### src/rtl/z80_bus_seq.sv
// z80_bus_seq: Z80 pin-level bus-cycle sequencer for TV80-style cores.
// Turns one core request into registered strobes, address/data, refresh timing and read data.
module z80_bus_seq #(
  parameter int AW       = 16,
  parameter int M1_WAIT  = 0,
  parameter int MEM_WAIT = 0,
  parameter int IO_WAIT  = 0,
  parameter int T2_WRITE = 1,
  parameter int REFRESH  = 1
) (
  input  logic          clk,
  input  logic          reset_n,
  input  logic          cen,
  input  logic          req,
  input  logic [1:0]    req_type,
  input  logic          req_write,
  input  logic          req_intack,
  input  logic [AW-1:0] req_addr,
  input  logic [7:0]    req_wdata,
  input  logic [7:0]    i_reg,
  input  logic          r_load,
  input  logic [7:0]    r_val,
  output logic          ack,
  output logic [7:0]    rdata,
  output logic          busy,
  output logic [7:0]    r_reg,
  output logic [AW-1:0] A,
  output logic [7:0]    dout,
  input  logic [7:0]    di,
  input  logic          wait_n,
  output logic          m1_n,
  output logic          mreq_n,
  output logic          iorq_n,
  output logic          rd_n,
  output logic          wr_n,
  output logic          rfsh_n
);

  localparam logic [2:0] S_IDLE = 3'd0;
  localparam logic [2:0] S_T1   = 3'd1;
  localparam logic [2:0] S_T2   = 3'd2;
  localparam logic [2:0] S_TW   = 3'd3;
  localparam logic [2:0] S_T3   = 3'd4;
  localparam logic [2:0] S_T4   = 3'd5;

  localparam logic [1:0] TY_MRD = 2'b00;
  localparam logic [1:0] TY_MWR = 2'b01;
  localparam logic [1:0] TY_M1  = 2'b10;
  localparam logic [1:0] TY_IO  = 2'b11;

  function automatic logic [7:0] wait_count(input logic [1:0] ty, input logic intack);
    case (ty)
      TY_M1:   wait_count = 8'(M1_WAIT) + (intack ? 8'd2 : 8'd0);
      TY_IO:   wait_count = 8'(IO_WAIT) + 8'd1;
      default: wait_count = 8'(MEM_WAIT);
    endcase
  endfunction

  function automatic logic [AW-1:0] rfsh_addr(input logic [7:0] ir, input logic [7:0] rr);
    rfsh_addr = AW'({ir, rr});
  endfunction

  logic [2:0] state_r;
  logic [2:0] next_s;
  logic [1:0] typ_r;
  logic [1:0] typ_s;
  logic       intack_r;
  logic       intack_s;
  logic       write_r;
  logic       write_s;
  logic [7:0] wcnt_r;
  logic [7:0] wcnt_next_s;
  logic       final_s;
  logic       accept_s;
  logic       in_t2_t3_s;
  logic       in_t2_tw_s;
  logic       in_rfsh_s;
  logic       ack_s;
  logic       rfsh_entry_s;
  logic       m1_s, mreq_s, iorq_s, rd_s, wr_s, rfsh_s;

  // A request is only taken in IDLE or in the last T-state of the running cycle.
  assign final_s  = (state_r == S_IDLE) || (state_r == S_T4) ||
                    ((state_r == S_T3) && (typ_r != TY_M1));
  assign accept_s = final_s && req;

  assign typ_s    = accept_s ? req_type : typ_r;
  assign intack_s = accept_s ? ((req_type == TY_M1) && req_intack) : intack_r;
  assign write_s  = accept_s ? ((req_type == TY_MWR) || ((req_type == TY_IO) && req_write)) : write_r;

  // Next T-state and remaining programmed wait count.
  always_comb begin
    next_s      = S_IDLE;
    wcnt_next_s = wcnt_r;
    if (accept_s) begin
      next_s      = S_T1;
      wcnt_next_s = wait_count(req_type, req_intack);
    end else begin
      case (state_r)
        S_T1: next_s = S_T2;
        S_T2, S_TW: begin
          if (wcnt_r != 8'd0) begin
            next_s      = S_TW;
            wcnt_next_s = wcnt_r - 8'd1;
          end else if (!wait_n) begin
            next_s = S_TW;
          end else begin
            next_s = S_T3;
          end
        end
        S_T3:    next_s = (typ_r == TY_M1) ? S_T4 : S_IDLE;
        default: next_s = S_IDLE;
      endcase
    end
  end

  assign in_t2_t3_s   = (next_s == S_T2) || (next_s == S_TW) || (next_s == S_T3);
  assign in_t2_tw_s   = (next_s == S_T2) || (next_s == S_TW);
  assign in_rfsh_s    = (next_s == S_T3) || (next_s == S_T4);
  assign ack_s        = (next_s == S_T4) || ((next_s == S_T3) && (typ_s != TY_M1));
  assign rfsh_entry_s = (next_s == S_T3) && (typ_s == TY_M1);

  // Strobe levels for the T-state being entered, so the pins come straight from flops.
  always_comb begin
    m1_s   = 1'b1;
    mreq_s = 1'b1;
    iorq_s = 1'b1;
    rd_s   = 1'b1;
    wr_s   = 1'b1;
    rfsh_s = 1'b1;
    case (typ_s)
      TY_MRD: begin
        mreq_s = !in_t2_t3_s;
        rd_s   = !in_t2_t3_s;
      end
      TY_MWR: begin
        mreq_s = !in_t2_t3_s;
        wr_s   = (T2_WRITE != 32'sd0) ? !in_t2_t3_s : (next_s != S_T3);
      end
      TY_IO: begin
        iorq_s = !in_t2_t3_s;
        rd_s   = !(in_t2_t3_s && !write_s);
        wr_s   = !(in_t2_t3_s && write_s);
      end
      TY_M1: begin
        m1_s   = !((next_s == S_T1) || in_t2_tw_s);
        mreq_s = !((in_t2_tw_s && !intack_s) ||
                   ((next_s == S_T3) && (REFRESH != 32'sd0)));
        iorq_s = !(in_t2_tw_s && intack_s);
        rd_s   = !(in_t2_tw_s && !intack_s);
        rfsh_s = !in_rfsh_s;
      end
      default: begin
        m1_s = 1'b1;
      end
    endcase
  end

  // Sequencer state and latched cycle attributes.
  always_ff @(posedge clk or negedge reset_n) begin
    if (!reset_n) begin
      state_r  <= S_IDLE;
      typ_r    <= TY_MRD;
      intack_r <= 1'b0;
      write_r  <= 1'b0;
      wcnt_r   <= 8'd0;
    end else if (cen) begin
      state_r  <= next_s;
      typ_r    <= typ_s;
      intack_r <= intack_s;
      write_r  <= write_s;
      wcnt_r   <= wcnt_next_s;
    end
  end

  // Bus pins, handshake, address and data registers.
  always_ff @(posedge clk or negedge reset_n) begin
    if (!reset_n) begin
      m1_n   <= 1'b1;
      mreq_n <= 1'b1;
      iorq_n <= 1'b1;
      rd_n   <= 1'b1;
      wr_n   <= 1'b1;
      rfsh_n <= 1'b1;
      ack    <= 1'b0;
      busy   <= 1'b0;
      A      <= '0;
      dout   <= 8'h00;
      rdata  <= 8'h00;
    end else if (cen) begin
      m1_n   <= m1_s;
      mreq_n <= mreq_s;
      iorq_n <= iorq_s;
      rd_n   <= rd_s;
      wr_n   <= wr_s;
      rfsh_n <= rfsh_s;
      ack    <= ack_s;
      busy   <= (next_s != S_IDLE);
      if (accept_s) begin
        A <= req_addr;
      end else if (rfsh_entry_s) begin
        A <= rfsh_addr(i_reg, r_reg);
      end
      if (accept_s && write_s) begin
        dout <= req_wdata;
      end
      // Read data, intack vector included, is taken on the edge into T3.
      if ((next_s == S_T3) && !write_s) begin
        rdata <= di;
      end
    end
  end

  // R counter: 7-bit increment after every refresh, bit 7 preserved; LD R,A wins.
  always_ff @(posedge clk or negedge reset_n) begin
    if (!reset_n) begin
      r_reg <= 8'h00;
    end else if (cen) begin
      if (r_load) begin
        r_reg <= r_val;
      end else if (state_r == S_T4) begin
        r_reg <= {r_reg[7], r_reg[6:0] + 7'd1};
      end
    end
  end

endmodule

### config.mk
export PLATFORM = sky130hd
export DESIGN_NAME = z80_bus_seq
export DESIGN_NICKNAME = d
export VERILOG_FILES = /design/src/rtl/z80_bus_seq.sv
export SDC_FILE = /design/constraint.sdc
export NUM_CORES = 1
export LEC_CHECK = 0
export BUFFER_PORTS_ARGS = -buffer_cell sky130_fd_sc_hd__buf_4
export CAP_MARGIN = 30
export CORE_ASPECT_RATIO = 1.25
export CORE_MARGIN = 10
export CORE_UTILIZATION = 46
export CTS_CLUSTER_DIAMETER = 80
export DETAILED_ROUTE_END_ITERATION = 7
export PLACE_DENSITY = 0.76
export SKIP_CTS_REPAIR_TIMING = 1
export SYNTH_ARGS = -nofsm -noshare
export SYNTH_HDL_FRONTEND = slang
export SYNTH_SLANG_ARGS = --single-unit
### constraint.sdc
create_clock -name clk -period 2.1 [get_ports clk]
set_input_delay 0.105 -clock clk [delete_from_list [all_inputs] [get_ports clk]]
set_output_delay 0.105 -clock clk [all_outputs]
set_load 0.01 [all_outputs]
Yosys cells after proc, flatten, opt, wreduce, memory -nomap -nowiden

Cells that the tools add are included.

$add $sub $neg: 2
Equality and inequality tests: 19
Multiplexer cells: 23
Reductions and logical operators: 47

Operators by type and width:

| cell                                             | number |
|---|---|
| two-way mux 16 bit                               | 2 |
| two-way mux 8 bit                                | 4 |
| == test 3 x 2 -> 1 bit, second input constant    | 4 |
| == test 3 bit, second input constant             | 4 |
| logical AND 1 bit                                | 12 |
| two-way mux 3 bit                                | 4 |
| == test 2 bit, second input constant             | 5 |
| zero test 1 bit                                  | 10 |
| AND reduction 2 bit                              | 5 |
| logical OR 1 bit                                 | 9 |
| case mux 3 bit (3 select lines)                  | 1 |
| nonzero test 2 bit                               | 4 |
| nonzero test 8 bit                               | 1 |
| subtractor 8 x 1 -> 8 bit, second input constant | 1 |
| adder 7 x 1 -> 7 bit, second input constant      | 1 |
| two-way mux 7 bit                                | 1 |
| == test 3 x 1 -> 1 bit, second input constant    | 2 |
| case mux 1 bit (2 select lines)                  | 3 |
| == test 2 x 1 -> 1 bit, second input constant    | 2 |
| two-way mux 1 bit                                | 4 |
| two-way mux 2 bit                                | 2 |
| != test 2 bit, second input constant             | 2 |
| case mux 2 bit (2 select lines)                  | 1 |
| OR reduction 2 bit                               | 2 |
| other kinds (5)                                  | 5 |

Register bits after elaboration: 63
Input port bits: 58
Output and inout port bits: 48

Logic depth before layout (Yosys ltp)

Gate-level depths: netlist (run 1).

Word-level depth: 11
Gate-level depth with buffers: 8

Worst setup path after synthesis (run 1)

Ideal clock, no wire load.

Path kind: register to register
Start point: reg wcnt_r[2]
End point: reg A[12]
Data arrival time: 1895 ps
Setup slack: 83 ps
Cell stages (with the launch flop): 8
Path buffers: 2
Period minus slack after synthesis: 2017 ps
Path through: dfrtp_1 > nor4_4 > nand3_1 > or4_1 > buf_2 > buf_6 > o22ai_2 > nor2_1

Cells in the longest elaborated chain, start to end: 8

RTL lines:

| item                            | RTL line | source |
|---|---|---|
| start: declaration              | 71       | `logic [7:0] wcnt_r;` |
| start signal: assignment        | 172      | `wcnt_r <= wcnt_next_s;` |
| nonzero test 8 bit              | 102      | `if (wcnt_r != 8'd0) begin` |
| two-way mux 3 bit               | 102      |  |
| case mux 3 bit (3 select lines) | 99       | `case (state_r)` |
| two-way mux 3 bit               | 95       | `if (accept_s) begin` |
| == test 3 bit                   | 121      | `assign rfsh_entry_s = (next_s == S_T3) && (typ_s == TY_M1);` |
| logical AND 1 bit               | 121      |  |
| nonzero test 2 bit (no line)    | --       |  |
| AND reduction 2 bit (no line)   | --       |  |
| end signal: assignment          | 200      | `A <= req_addr;` |
| end signal: assignment          | 202      | `A <= rfsh_addr(i_reg, r_reg);` |
| end: declaration                | 27       | `output logic [AW-1:0] A,` |

No other way between the ends.
A chain may end at the register's enable or synchronous reset.

Worst setup path in the final report (run 1)

Start point: reg wcnt_r[2]
End point: reg rdata[4]

Cells in the longest elaborated chain, start to end: 7

RTL lines:

| item                            | RTL line | source |
|---|---|---|
| nonzero test 8 bit              | 102      |  |
| two-way mux 3 bit               | 102      |  |
| case mux 3 bit (3 select lines) | 99       |  |
| two-way mux 3 bit               | 95       |  |
| == test 3 bit                   | 208      | `if ((next_s == S_T3) && !write_s) begin` |
| logical AND 1 bit               | 208      |  |
| AND reduction 2 bit (no line)   | --       |  |
| end signal: assignment          | 209      | `rdata <= di;` |
| end: declaration                | 24       | `output logic [7:0] rdata,` |

No other way between the ends.

==> results.txt, run 1 <==
The clock transition at the register clock pins on the worst setup and hold paths after CTS came out at 0.08 ns. In the routed design, unresolved DRC markers number 0. By instance count, the cell type seen most on the critical path is buf_4. The number of clock buffers added by TritonCTS is 9.

Grouping stages by cell kind, the critical path spends the most delay in simple AND/OR/NAND/NOR gates. For the worst-skew pair, the clock arrives at the later sink with an insertion delay of 0.35 ns. The maximum achievable frequency is 0.4985 GHz.

TritonCTS built the clock tree. VDD sags by at most 0.0006920 V. Counting distinct cell types in the post-synthesis netlist gives 55. The run finished, with violations left. The number of failing hold endpoints at the final stage came out at 6. The setup slack of the critical path after layout came out at 0.09416 ns. The floorplan step set the die height to 112.8 um. The estimated wirelength of the detail-placed design came out at 6807 um. The longest clock path from root to sink contains 2 buffers. The library cells used most frequently in the layout, excluding fill and tap cells, are buf_4, dfrtp_1, nor2_1, nor3_1, dlygate4sd3_1.

The nature of the critical path endpoint is a flip-flop. The area growth from synthesis to layout came out at 45.16%. The total inserted antenna cells came out at 0. The number of standard-cell rows in the floorplan came out at 33.

The worst-path cell with the longest stage delay is dfrtp_2. The H-tree was split into 3 levels. After routing, the total negative slack on setup checks comes to 0 ns. The die width is 94.24 um. The count of input and output buffers came out at 105. The global-route congestion overflow total came out at 0. In this run the count of I/O pins placed on the die edge is 106. The initial antenna violation count is 0.

The largest net degree at the start of global routing came out at 64. Walking the worst path, the cells encountered are nor4_4, buf_4, and2_1, nand2_1, nor3_2, buf_4, mux2_2. The worst setup path is of the reg -> reg kind.

In this run the static leakage power is 0.002117 uW. The biggest fanout along the worst timing path is 8. The most used flip-flop cell after synthesis is dfrtp_1. The wire length after detailed routing came out at 10020 um. The violation count after the first detailed-route iteration is 152.

The final-report max-slew violation count came out at 0. Leaving out fill and tap cells, the most frequent cell in the layout is buf_4. The fraction of synthesis flops using an asynchronous set or reset pin came out at 1.000. The number of nets still failing antenna checks after routing is 0. The final cell utilization of the core is 0.6921. The clock tree root driver cell is clkbuf_8. The number of nets handed over by synthesis was 374. The yosys synthesis warning count came out at 0. The number of nets in the layout is 514. The routability-driven placement congestion ratio is 0.8727. The power density over the cells came out at 1060 nW/um^2. The count of flip-flops with a built-in enable after synthesis came out at 0.

The number of setup violations in the final report came out at 0. The number of global-route vias before repair is 2996. The register containing the most flip-flops in the final layout is A.

The number of vias per cell is 5.488. The flip-flop count of the largest register, all copies and words added is 16. Fill cells in the final layout number 492.

The required time reported for the critical path endpoint came out at 2.34 ns. The iteration count of the initial detailed-routing pass is 4. The initial cell density of the core is 0.4768. The placed instance count came out at 510. The slew of the pin with the lowest slew margin came out at 0.7982 ns. The setup clock skew after layout is 0.005756 ns. Summing every instance area after synthesis gives 3169 sq um. On the worst path, the slowest cell contributes a delay of 0.45 ns.

Counting flops and latches in the post-synthesis netlist gives 63. The total buffers and inverters traversed by the critical path is 2. The final routed wire length divided by cell count came out at 18.39 um. The type of the tightest min-delay check is in -> reg. The cell count after synthesis is 313. The full die area came out at 10630 sq um. After layout, the minimum clock period comes to 2.006 ns. Data on the critical path arrives at its endpoint at 2.24 ns. The total routing resource utilization after global routing is 0.1754.

The placeable core region is 6648 sq um. The share of the cycle needed by the critical path after routing came out at 0.9552. The checks that failed: hold timing.

The post-synthesis area per instance is 10.13 sq um. On the final layout, the worst hold slack is -0.01025 ns. The tightest slew margin relative to the limit is 0.4679. The share of the Yosys chip area taken by registers is 0.4998.

The final route contains 2991 vias. The share of cells above drive strength 1 came out at 0.4017. The setup slack after placement is 0.07641 ns.

The clock sink count came out at 63. The filler-free cell count of the finished design is 545. The kind of launch point of the worst setup path is a flip-flop. The first-pass GRT wire length came out at 14840 um.

Setup repair after global routing left no endpoint under its margin. The number of max-cap violations is 0.
## layout make-up
type	instances	area (sq um)	share of cell area
timing repair buffer	144	1136	0.2469
clock buffer	9	123.9	0.02692
tap	87	108.9	0.02366
clock inverter	7	121.4	0.02638
multi-input combinational	228	1498	0.3255
inverter	7	26.28	0.005711
sequential	63	1587	0.3448
## metal layers
| metal | track usage | part of all wire |
|---|---|---|
| met2 | 0.2876 | 0.53 |
| met4 | 0.09848 | 0.030 |
| met5 | 0 | 0 |
| met1 | 0.2005 | 0.38 |
| met3 | 0.04630 | 0.051 |
## Yosys cell counts, types with 2 or more instances
library cell,n,area share
dfrtp_1,57,0.45
nor2_1,46,0.054
nor3_1,21,0.033
o21ai_0,19,0.030
nand2_1,18,0.021
mux2_2,16,0.057
o22ai_2,10,0.039
a21oi_1,9,0.014
o22ai_1,9,0.018
clkbuf_1,7,0.0083
nand3_1,7,0.011
buf_2,6,0.0095
dfstp_2,6,0.050
inv_1,6,0.0071
nand2b_1,6,0.012
nor2b_1,6,0.012
a31oi_1,5,0.0099
nand4_1,4,0.0079
o22a_1,4,0.011
a22oi_1,3,0.0071
ha_1,3,0.012
mux2i_1,3,0.0095
nor4_1,3,0.0059
and3b_1,2,0.0055
nor3_2,2,0.0063
o21a_1,2,0.0047
o2bb2ai_1,2,0.0055
or3_1,2,0.0039
or4_1,2,0.0047
xor2_1,2,0.0055
## path summary, 6_finish.rpt
| path | startpoint | endpoint | slack [ns] | cells after the start |
|---|---|---|---|---|
| setup / recovery | wcnt_r[2]$_DFFE_PN0P_ | rdata[4]$_DFFE_PN0P_ | 0.09 | 7 |
| hold / removal | r_val[0] | r_reg[0]$_DFFE_PN0P_ | -0.01 | 3 |
| setup reg to reg | wcnt_r[2]$_DFFE_PN0P_ | rdata[4]$_DFFE_PN0P_ | 0.09 | 7 |
| hold reg to reg | m1_n$_DFFE_PN1P_ | m1_n$_DFFE_PN1P_ | 0.49 | 2 |
| max in group asynchronous | reset_n | wcnt_r[2]$_DFFE_PN0P_ | 1.15 | 2 |
| min in group asynchronous | reset_n | A[10]$_DFFE_PN0P_ | 0.37 | 2 |
## per-stage QoR
step | total power [uW] | instance area [sq um]
finish | 4878 | 4601
floorplan | 2702 | 3169
detailed placement | 3538 | 4145
CTS | 4848 | 4390
global route | 5147 | 4601
global placement | 3478 | 4145
## cells by family after synthesis
group	Yosys count	share of synthesized area
buffers and inverters	22	0.03079
AO/OA/AOI/OAI	76	0.1765
AND/OR/NAND/NOR	126	0.2029
adder cells (fa/ha/maj)	3	0.01184
multiplexers	20	0.06988
XOR/XNOR	3	0.008292
flip-flops	63	0.4998
## power by group
group | internal [uW] | switching (uW)
clock | 790 | 532
sequential | 1610 | 310
combinational | 871 | 764
total | 3270 | 1610
## worst reg2reg max path, delay by kind of cell, from the launching register on
kind / cells / cell delay [ns]
simple gates: 4 / 0.71
mux: 1 / 0.36
buf+inv: 2 / 0.37
flops: 1 / 0.45
Power figures use the tool's default switching activity.
==> run 2: changes to the inputs <==
--- a/config.mk
+++ b/config.mk
@@ -7,12 +7,13 @@
 export LEC_CHECK = 0
 export BUFFER_PORTS_ARGS = -buffer_cell sky130_fd_sc_hd__buf_4
 export CAP_MARGIN = 30
-export CORE_ASPECT_RATIO = 1.25
+export CORE_ASPECT_RATIO = 1.2
 export CORE_MARGIN = 10
 export CORE_UTILIZATION = 46
 export CTS_CLUSTER_DIAMETER = 80
 export DETAILED_ROUTE_END_ITERATION = 7
 export PLACE_DENSITY = 0.76
+export REMOVE_ABC_BUFFERS = 1
 export SKIP_CTS_REPAIR_TIMING = 1
 export SYNTH_ARGS = -nofsm -noshare
 export SYNTH_HDL_FRONTEND = slang
==> run 2 against run 1 <==
The run now ends clean. Routed wire length is 8.6% lower. Final area fell by 1.2%. Critical path depth shrank 1. Worst hold slack better by 0.014 ns. Non-clock buffer count up 2. Sequential share of layout area rose by 0.41 points. Clock skew grew 0.0014 ns. First-iteration DRC count rose by 23%. Worst setup slack better by 0.0077 ns. Sequential power barely moved. Critical path type unchanged. Critical endpoint is now A[4]$_DFFE_PN0P_. Largest power group unchanged.
==> results.txt, run 2 (same netlist as run 1, synthesis figures left out) <==
The H-tree depth came out at 3 (unchanged). The setup slack after placement came out at 0.1071 ns (+0.03071 ns). The setup clock skew after layout came out at 0.007192 ns (+0.001437 ns). The routability-driven placement congestion ratio came out at 0.8930 (+2.3%).

The flip-flop count of the largest register, all copies and words added came out at 16 (unchanged). The total inserted antenna cells is 0 (unchanged). The final routed DRC violation total came out at 0 (unchanged). The total routing resource utilization after global routing is 0.1663 (-0.009161). The detailed-routing wirelength on met1 came out at 3476 um (-9.8%). The count of input and output buffers came to 105 (unchanged). The power share of the sequential group is 0.432 (+0.038). The first-pass GRT wire length came to 14280 um (-3.7%).

The number of global-route vias before repair is 2947 (-1.6%). Relative to the synthesized area, the layout overhead comes to 43.47%. The power density over the cells came out at 974.8 nW/um^2 (-8.1%).

The switching power came out at 1521 uW (-5.3%). The path type of the worst setup path is reg -> reg. The number of vias per cell came out at 5.351 (-2.5%).

The worst setup path is launched from a flip-flop. The proportion of power drawn by combinational gates came out at 0.361 (+0.026). The share of the cycle needed by the critical path after routing came to 0.9515 (-0.003672).

The aggregate negative setup slack came out at 0 ns (unchanged). The required time reported for the critical path endpoint came to 2.33 ns (about the same). The total I/O pin count came out at 106 (unchanged).

The run finished with clean final reports. The clock sink count is 63 (unchanged). Ranked by flip-flop count, first place goes to A. The maximum achievable frequency is 0.5005 GHz (+0.39%). The slack of the worst reg-to-reg path came out at 0.10 ns (about the same). The clock tree root driver cell is clkbuf_8. The total CTS buffers is 9 (unchanged). The biggest fanout along the worst timing path came out at 16 (+8). The data arrival at the endpoint of the critical path is 2.22 ns (-0.02 ns). The worst-case clock buffer depth came out at 2 (unchanged). The highest metal layer carrying signal wires in the routed design is met4. The number of nets still failing antenna checks after routing is 0 (unchanged). The share of cells above drive strength 1 came out at 0.3978 (-0.003921).

The standby leakage power came out at 0.002087 uW (-1.4%). The detailed-routed wire length on met2 is 4767 um (-11%). The iteration count of the initial detailed-routing pass came out at 4 (unchanged). The final cell utilization of the core is 0.6715 (-0.02060). The violation count after the first detailed-route iteration was 187 (+23%).

The estimated wirelength of the detail-placed design came out at 6720 um (-1.3%). The switching part of the total power came out at 0.3432 (+0.01394). Leaving out fill and tap cells, the most frequent cell in the layout is buf_4. The worst voltage drop across the vdd grid was 0.0006567 V (-5.1%). The nature of the critical path endpoint is a flip-flop. The type of the tightest min-delay check is in -> reg.

The final-report max-slew violation count is 0 (unchanged). In the layout the commonest cells are buf_4, dfrtp_1, nor2_1, nor3_1, dlygate4sd3_1. The wire length after detailed routing came to 9165 um (-8.6%). The clock period minus final worst setup slack is 1.998 ns (-0.007711 ns). The placeable core region is 6771 sq um (+1.9%).

The die width is 95.77 um (+1.6%). TritonCTS built the clock tree. Setup repair after global routing left no endpoint under its margin. The number of setup violations in the final report came out at 0 (unchanged). The initial cell density of the core came out at 0.4680 (-0.008721). The wire length on met3 was 672 um (+31%). The number of max-cap violations is 0 (unchanged).

The largest net degree at the start of global routing came out at 64 (unchanged). The final routed wire length divided by cell count was 16.76 um (-8.9%). The global-route congestion overflow total came to 0 (unchanged). The number of failing hold endpoints at the final stage is 0 (-6). The initial antenna violation count came out at 0 (unchanged). The tightest slew margin relative to the limit is 0.4668 (-0.001108). The clock transition at the register clock pins on the worst setup and hold paths after CTS came out at 0.07 ns (about the same). The number of standard-cell rows in the floorplan was 33 (unchanged). The part of the power in the clock network is 0.207 (-0.064).

The full die area came to 10620 sq um (about the same). The setup slack of the critical path after layout came out at 0.1019 ns (+0.007711 ns). The via count of the routed design was 2927 (-2.1%). The number of nets in the layout came out at 516 (+0.39%).

The slew of the pin with the lowest slew margin came out at 0.7998 ns (+0.001662 ns). The overall die height is 110.9 um (-1.7%). The cell-internal power is 2911 uW (-11%). The clock insertion delay at the later pin of the skew report came out at 0.34 ns (about the same).
## run 2: cell types whose count changed in the layout (fill, tap and decap cells not counted), sizes merged
cell,previous run,this run
inv,6,7
dlygate4sd3,19,20
bufinv,3,0
clkinv,2,3
clkinvlp,3,4
buf,125,126
## run 2: critical path: stages (launching register included)
cell	delay [ns]
dfrtp_2	0.45
nor4_4	0.30
nand3_1	0.14
or4_1	0.57
buf_6	0.19
o22ai_1	0.15
nor2_1	0.06
## run 2: worst paths after layout
check,from,end,cells past startpoint
setup / recovery,wcnt_r[2]$_DFFE_PN0P_,A[4]$_DFFE_PN0P_,6
hold / removal,r_val[0],r_reg[0]$_DFFE_PN0P_,3
setup reg to reg,wcnt_r[2]$_DFFE_PN0P_,A[4]$_DFFE_PN0P_,6
hold reg to reg,busy$_DFFE_PN0P_,busy$_DFFE_PN0P_,1
max in group asynchronous,reset_n,wcnt_r[2]$_DFFE_PN0P_,2
min in group asynchronous,reset_n,rdata[2]$_DFFE_PN0P_,2
## run 2: metrics by stage
step	power [uW]	cells	hold slack, ns	area [sq um]
CTS	4445	527	-0.1220	4338
detailed placement	3521	511	0.2491	4165
finish	4432	547	0.003387	4547
global placement	3461	511	0.2408	4165
floorplan	2688	298	-0.1906	3098
global route	4752	547	0.0009676	4547
## run 2: area by class of cell
type / instances / area, sq um
Tap cell: 87 / 108.9
Clock inverter: 7 / 48.80
Fill cell: 561 / 2225
Timing Repair Buffer: 146 / 1162
Sequential cell: 63 / 1587
Multi-Input combinational cell: 228 / 1490
Inverter: 7 / 26.28
Clock buffer: 9 / 123.9
## run 2: metal layers
| metal | global-route usage | vias up |
|---|---|---|
| met1 | 0.1900 | 1384 |
| met4 | 0.06995 | 0 |
| met3 | 0.06098 | 19 |
| met2 | 0.2692 | 95 |
| met5 | 0 | - |
| li1 | - | 1429 |
## run 2: power groups by stage
stage	registers (uW)	logic (uW)	clock network [uW]
after floorplan	2020	666	0
after global placement	1910	1550	0
after detailed placement	1930	1590	0
after CTS	1910	1590	941
after global routing	1980	1770	1010
final	1920	1600	918
